## src/rtl/irq_timer.sv

```systemverilog
// irq_timer: memory-mapped countdown timer driving one CP0 HW interrupt line.
// Register window: Addr 0 = CTRL, 1 = PRESET, 2 = COUNT (read-only), 3 = reserved.
// Optional build macro IRQ_TIMER_STATUS_EN maps Addr 3 to a STATUS register
// with write-1-to-clear of the interrupt flag.
//
// state | meaning
// IDLE  | stopped, waiting for CTRL.En
// LOAD  | copy PRESET into COUNT
// CNT   | counting down, fires when COUNT reaches the last step
// INT   | flag just raised; one-shot clears En, periodic clears flag and reloads
module irq_timer #(
    parameter int WIDTH = 32
) (
    input  logic        clk,
    input  logic        reset,
    input  logic [1:0]  Addr,
    input  logic        we,
    input  logic [31:0] Din,
    output logic [31:0] Dout,
    output logic        IRQ
);

    typedef enum logic [1:0] {
        IDLE = 2'd0,
        LOAD = 2'd1,
        CNT  = 2'd2,
        INT  = 2'd3
    } state_t;

    state_t             state_q, state_d;
    logic               en_q, en_d;
    logic [1:0]         mode_q, mode_d;
    logic               im_q, im_d;
    logic [WIDTH-1:0]   preset_q, preset_d;
    logic [WIDTH-1:0]   count_q, count_d;
    logic               irq_flag_q, irq_flag_d;

    logic               wr_ctrl;
    logic               wr_preset;

    assign wr_ctrl   = we && (Addr == 2'd0);
    assign wr_preset = we && (Addr == 2'd1);

    // State and register file update; reset wins over any concurrent write.
    always_ff @(posedge clk) begin
        if (reset) begin
            state_q    <= IDLE;
            en_q       <= 1'b0;
            mode_q     <= 2'b00;
            im_q       <= 1'b0;
            preset_q   <= '0;
            count_q    <= '0;
            irq_flag_q <= 1'b0;
        end else begin
            state_q    <= state_d;
            en_q       <= en_d;
            mode_q     <= mode_d;
            im_q       <= im_d;
            preset_q   <= preset_d;
            count_q    <= count_d;
            irq_flag_q <= irq_flag_d;
        end
    end

    // Next-state logic: software clear first, FSM next, CTRL write last so a
    // software write to CTRL beats the hardware En clear in INT.
    always_comb begin
        state_d    = state_q;
        en_d       = en_q;
        mode_d     = mode_q;
        im_d       = im_q;
        preset_d   = preset_q;
        count_d    = count_q;
        irq_flag_d = irq_flag_q;

`ifdef IRQ_TIMER_STATUS_EN
        if (we && (Addr == 2'd3) && Din[0]) begin
            irq_flag_d = 1'b0;
        end
`else
        if (wr_ctrl || wr_preset) begin
            irq_flag_d = 1'b0;
        end
`endif

        case (state_q)
            IDLE: begin
                if (en_q) begin
                    state_d = LOAD;
                end
            end
            LOAD: begin
                count_d = preset_q;
                state_d = CNT;
            end
            CNT: begin
                if (!en_q) begin
                    state_d = IDLE;
                end else if (count_q > WIDTH'(1)) begin
                    count_d = count_q - WIDTH'(1);
                end else begin
                    count_d    = '0;
                    irq_flag_d = 1'b1;
                    state_d    = INT;
                end
            end
            INT: begin
                state_d = IDLE;
                // Modes 10/11 fall back to one-shot behaviour.
                if (mode_q == 2'b01) begin
                    irq_flag_d = 1'b0;
                end else begin
                    en_d = 1'b0;
                end
            end
            default: state_d = IDLE;
        endcase

        if (wr_ctrl) begin
            en_d   = Din[0];
            mode_d = Din[2:1];
            im_d   = Din[3];
        end
        if (wr_preset) begin
            preset_d = Din[WIDTH-1:0];
        end
    end

    // Combinational read mux for the selected word.
    always_comb begin
        Dout = 32'd0;
        case (Addr)
            2'd0: Dout = {28'd0, im_q, mode_q, en_q};
            2'd1: Dout = 32'(preset_q);
            2'd2: Dout = 32'(count_q);
`ifdef IRQ_TIMER_STATUS_EN
            2'd3: Dout = {30'd0, (state_q == CNT), irq_flag_q};
`else
            2'd3: Dout = 32'd0;
`endif
            default: Dout = 32'd0;
        endcase
    end

    assign IRQ = irq_flag_q & im_q;

endmodule

```

## config.mk

```make
export PLATFORM = sky130hd
export DESIGN_NAME = irq_timer
export DESIGN_NICKNAME = d
export VERILOG_FILES = /design/src/rtl/irq_timer.sv
export SDC_FILE = /design/constraint.sdc
export NUM_CORES = 1
export LEC_CHECK = 0
export CORE_MARGIN = 4
export CORE_UTILIZATION = 50
export DETAILED_ROUTE_END_ITERATION = 12
export DONT_BUFFER_PORTS = 1
export SLEW_MARGIN = 5
export SYNTH_ARGS = -nofsm -noshare
export SYNTH_HDL_FRONTEND = slang
export SYNTH_SLANG_ARGS = --single-unit
```

## constraint.sdc

```tcl
create_clock -name clk -period 5.05 [get_ports clk]
set_input_delay 0.7575 -clock clk [delete_from_list [all_inputs] [get_ports clk]]
set_output_delay 0.7575 -clock clk [all_outputs]
set_load 0.01 [all_outputs]
```

# After elaboration in Yosys (flattened, before gate mapping)

Cells that the tools add are included.

Flip-flop bits (word level): 71
Bits in latches: 0
Bits in writable memories: 0
Memory bits (read-only): 0
Input bits: 37
Output and inout bits: 33
Word-level logic and storage cells: 47
Memories kept: 0

$add $sub $neg: 1
$mul: 0
Divide/modulo/power cells: 0
Order comparisons: 1
Equal/unequal tests: 11
Shift-type cells: 0
Multiplexer cells: 16
Bitwise logic cells: 1
Reductions and logical operators: 10

Operators by type and width:

| operator                                                                         | count |
|---|---|
| 32-bit one-hot mux with 4 select lines                                           | 1 |
| 32-bit two-way mux                                                               | 2 |
| 32-bit one-hot mux with 2 select lines                                           | 1 |
| 32-bit by 1-bit greater-than comparator with 1-bit output, second input constant | 1 |
| 32-bit by 1-bit subtractor with 32-bit output, second input constant             | 1 |
| 2-bit == test, second input constant                                             | 4 |
| 2-bit one-hot mux with 4 select lines                                            | 1 |
| 1-bit two-way mux                                                                | 7 |
| 2-bit by 1-bit == test with 1-bit output, second input constant                  | 3 |
| 2-bit two-way mux                                                                | 3 |
| 2-bit != test, second input constant                                             | 3 |
| 2-bit AND reduction                                                              | 3 |
| 2-bit logical NOT                                                                | 2 |
| 2-bit nonzero test                                                               | 2 |
| 3-bit != test, second input constant                                             | 1 |
| 1-bit logical AND                                                                | 2 |
| 1-bit one-hot mux with 2 select lines                                            | 1 |
| 1-bit bitwise AND                                                                | 1 |
| 1-bit logical OR                                                                 | 1 |

# Depth between registers and ports, before layout

Depth in word-level cells: 7
Mapped depth: 9
Mapped depth without buffers: 7

# Worst setup path before layout

Ideal clock, no wire load.

Path type: input to output
Start: input port Addr[1]
End: output port Dout[10]
Data arrival time: 1.968 ns
Data required time: 4.293 ns
Setup slack: 2.324 ns
Stages: 5
Path buffers: 3
Cells stage by stage: clkbuf_1 nor2b_1 clkbuf_1 buf_1 a22o_1

Word-level cells in the longest chain between the ends: 2
Elaborated cells on any way between the ends: 5
Those cells by class: 3 x eq/ne; 1 x mux; 1 x reduce/logical

Ends and longest elaborated chain:

| what                                       | RTL line | source |
|---|---|---|
| from (decl)                                | 16       | `input logic [1:0] Addr,` |
| 2-bit == test (tied with other cells)      | 132      | `case (Addr)` |
| 32-bit one-hot mux with 4 select lines (*) | 132      |  |
| to (decl)                                  | 19       | `output logic [31:0] Dout,` |

Every way passes the cells marked *; elsewhere a longest branch is shown, timed or not.

# Final worst setup path

Start: register state_q[0]
End: register count_q[12]

Word-level cells in the longest chain between the ends: 3
Elaborated cells on any way between the ends: 6
Those cells by class: 3 x eq/ne; 1 x mux; 2 x reduce/logical

Ends and longest elaborated chain:

| what                                                                      | RTL line | source |
|---|---|---|
| from (decl)                                                               | 30       | `state_t state_q, state_d;` |
| from (signal assigned)                                                    | 55       | `state_q <= state_d;` |
| 2-bit == test or 2-bit by 1-bit == test with 1-bit output (tied branches) | 86       | `case (state_q)` |
| 2-bit != test (no source line) or 2-bit nonzero test (tied branches)      | n/a      |  |
| 2-bit AND reduction (no source line)                                      | n/a      |  |
| to (signal assigned)                                                      | 60       | `count_q <= count_d;` |
| to (decl)                                                                 | 35       | `logic [WIDTH-1:0] count_q, count_d;` |

Several ways; a longest one is shown, not always the timed one.
A chain may end at the register's enable or synchronous reset.

==> results.yml <==
worst_setup_path:
  r2r_setup_slack_ns: 2.17
  path_buf_inv: 1
  startpoint_type: "flop"
  path_cells: "and3b_1 > nor2_2 > buf_4 > nor4_1 > o21ai_0 > a31oi_1"
  cp.depth: 6
  max_stage_delay_ns: 0.95
  r2r-start: "state_q[0]$_SDFFE_PP0P_"
  arrival_ns: 3.11
  critical_path_class: "reg -> reg"
  cp_max_fo: 27
  regToRegEndpoint: "count_q[12]$_SDFFE_PP0P_"
  worst_r2r_path_depth: 6
  crit_family: "simple AND/OR/NAND/NOR gates"
  end_kind: "flop"
  crit_required_ns: 5.28
  crit_path_top_delay_cell: "dfxtp_1"
timing:
  setup_viol: 0
  fin_setup_tns_ns: 0
  relSlewSlack: 0.238
  drv_slew: 0
  rsz0062_at_grt: "false"
  hold_viol_final: 0
  holdWs_ns: 0.471
  skew_ns: 0.00936
  period_share: 0.570
  tightest_slew_ns: 1.14
  fmax_mhz: 348
  fin_crit_ns: 2.88
detailed_routing:
  wirelength_um: 11100
  drt_iter0_drc: 255
  vias: 3721
  antenna_left: 0
  via_per_inst: 6.40
  dr.pass1.iters: 5
  drc: 0
  drt-wirelength-per-cell_um: 19.1
global_route:
  grt_pass1_wl_um: 17900
  grt_pass1_vias: 3460
  grtUsageTotal: 0.249
  grt_overflow: 0
  grt_max_degree: 70
  antenna_found_initial: 0
layout:
  area_growth_pct: 6.00
  drive_gt1_frac: 0.0643
  stdcell_count: 581
  fin_nets: 517
  diodes: 0
  final_util: 0.555
  fillers: 709
  final_cell_area_um2: 4110
synthesis:
  syn-num-nets: 546
  ys_seq_elements: 71
  syn_area_per_cell_um2: 7.65
  ys_seq_area_frac: 0.366
  yosys_warnings: 0
  synth_cell_type_count: 54
  postSynthCellCount: 507
  synth-edff-count: 0
  synth_top_flop_cell: "dfxtp_1"
  synth_area_um2: 3880
  async_flop_share: 0
clock_network:
  post_cts_resize_count: 0
  clk_pin_slew_ns: 0.08
  cts_sinks: 71
  numCtsBuffers: 9
  cts_buffer_depth: 2
  cts_tree: "yes"
  postCtsHoldBufs: 0
  insertion_delay_ns: 0.35
  post_cts_buffers: 0
  h-tree-depth: 3
  root_buffer: "clkbuf_8"
power_and_ir_drop:
  power_density_nw_per_um2: 283
  p_leak_nw: 1.41
  peakVddDrop_mv: 0.181
min_path:
  holdCritStartpoint: "reset"
  min_path_cells: 1
  hold_class: "in -> reg"
  hold_end: "preset_q[1]$_SDFFE_PP0P_"
die:
  die_w_um: 96.1
  core_area_um2: 7410
  start_util: 0.524
  pin_count: 70
  die_h_um: 96.1
  die_area_um2: 9230
  rows: 31
placement:
  gp_congestion: 0.873
  io_buffers: 0
  post-place-cells: 565
  place_area_um2: 3870
  dpl.hpwl_um: 7350
run_status:
  outcome: "complete, no violations"
flow_run:
  cap_violations: 0
==> cells in the mapped netlist, types with 9 or more instances <==
master	number	area (µm²)
o21ai_0	22	110
nor3_1	11	55.1
clkbuf_1	39	146
nand2_1	98	368
a22o_1	29	254
nor2_1	19	71.3
a31oi_1	23	144
nand3_1	30	150
a22oi_1	9	67.6
nor4_1	9	56.3
dfxtp_1	71	1420
a21oi_1	44	220
==> through the flow <==
stage / total power [mW] / setup slack (ns)
after detailed placement: 0.675 / 2.21
after global routing: 1.21 / 2.01
after global placement: 0.674 / 2.29
after floorplan: 0.661 / 2.32
after CTS: 1.17 / 2.22
final: 1.17 / 2.17
==> logic make-up after synthesis <==
kind of cell,synth area share
and+or+nand+nor,0.287
AOI/OAI and AO/OA,0.264
DFF,0.366
buffers and inverters,0.0509
muxes,0.0206
xor gates and xnor gates,0.00452
adders and majority gates,0.00645
==> sequential cells by signal (all words and copies together) (netlist names) <==
| signal | flops |
|---|---|
| irq_flag_q | 1 |
| state_q | 2 |
| mode_q | 2 |
| count_q | 32 |
| im_q | 1 |
| en_q | 1 |
| preset_q | 32 |
==> worst max-delay path by stage <==
stage | endpoint | slack [ns] | startpoint
floorplan | Dout[10] | 2.32 | Addr[1]
global placement | preset_q[25]$_SDFFE_PP0P_ | 2.29 | Addr[0]
detailed placement | preset_q[28]$_SDFFE_PP0P_ | 2.21 | Addr[0]
CTS | count_q[12]$_SDFFE_PP0P_ | 2.22 | state_q[0]$_SDFFE_PP0P_
global route | count_q[12]$_SDFFE_PP0P_ | 2.01 | state_q[0]$_SDFFE_PP0P_
finish | count_q[12]$_SDFFE_PP0P_ | 2.17 | state_q[0]$_SDFFE_PP0P_
==> placed cells by master, fill, tap and decap left out, drive strengths merged, types with 2 or more instances in the layout <==
cell type | synthesis | final
nand2 | 98 | 98
dfxtp | 71 | 71
a21oi | 44 | 44
nand3 | 30 | 30
a22o | 29 | 29
a31oi | 23 | 23
o21ai | 22 | 22
nor2 | 19 | 19
nor3 | 12 | 12
clkbuf | 39 | 12
nor4 | 12 | 12
or4 | 10 | 10
a22oi | 9 | 9
mux2i | 8 | 8
buf | 7 | 6
nor2b | 6 | 6
and3 | 5 | 5
nand4 | 5 | 5
inv | 4 | 4
or3 | 4 | 4
o21a | 4 | 4
nand2b | 3 | 3
o41ai | 3 | 3
a221oi | 3 | 3
nor4b | 3 | 3
and2 | 2 | 2
nand3b | 2 | 2
nand4b | 2 | 2
or4b | 2 | 2
o311ai | 2 | 2
nor3b | 2 | 2
o31ai | 2 | 2
o31a | 2 | 2
a21boi | 2 | 2
a211oi | 2 | 2
ha | 2 | 2
bufinv | 0 | 2
==> report_power, final <==
part           switching (mW)  leakage (nW)  internal (mW)
clock                   0.211         0.103          0.290
sequential             0.0111         0.574          0.570
combinational          0.0558         0.729         0.0275
total                   0.278          1.41          0.887
==> layout make-up <==
class | instances | area (µm²) | area share
clock buffers | 12 | 145 | 0.0353
clock inverters | 3 | 67.6 | 0.0164
inverters | 4 | 15.0 | 0.00365
multi-input cells | 386 | 2270 | 0.553
flip-flops and latches | 71 | 1420 | 0.346
well taps | 99 | 124 | 0.0301
repair buffers | 6 | 65.1 | 0.0158
==> layer usage <==
| layer | track usage | vias to the layer above | share of wire |
|---|---|---|---|
| met4 | 0.0664 | 0 | 0.013 |
| met1 | 0.326 | 1749 | 0.45 |
| met5 | 0 | - | 0 |
| li1 | - | 1827 | - |
| met2 | 0.401 | 131 | 0.47 |
| met3 | 0.0680 | 14 | 0.066 |
==> worst reg2reg max path, delay by kind of cell, from the launching register on <==
kind	cells	cell delay, ns
AO/OA/AOI/OAI	2	0.29
AND/OR/NAND/NOR	3	1.09
flip-flops	1	0.95
buffers and inverters	1	0.42
Note: power is estimated with default switching activity, not from simulation.
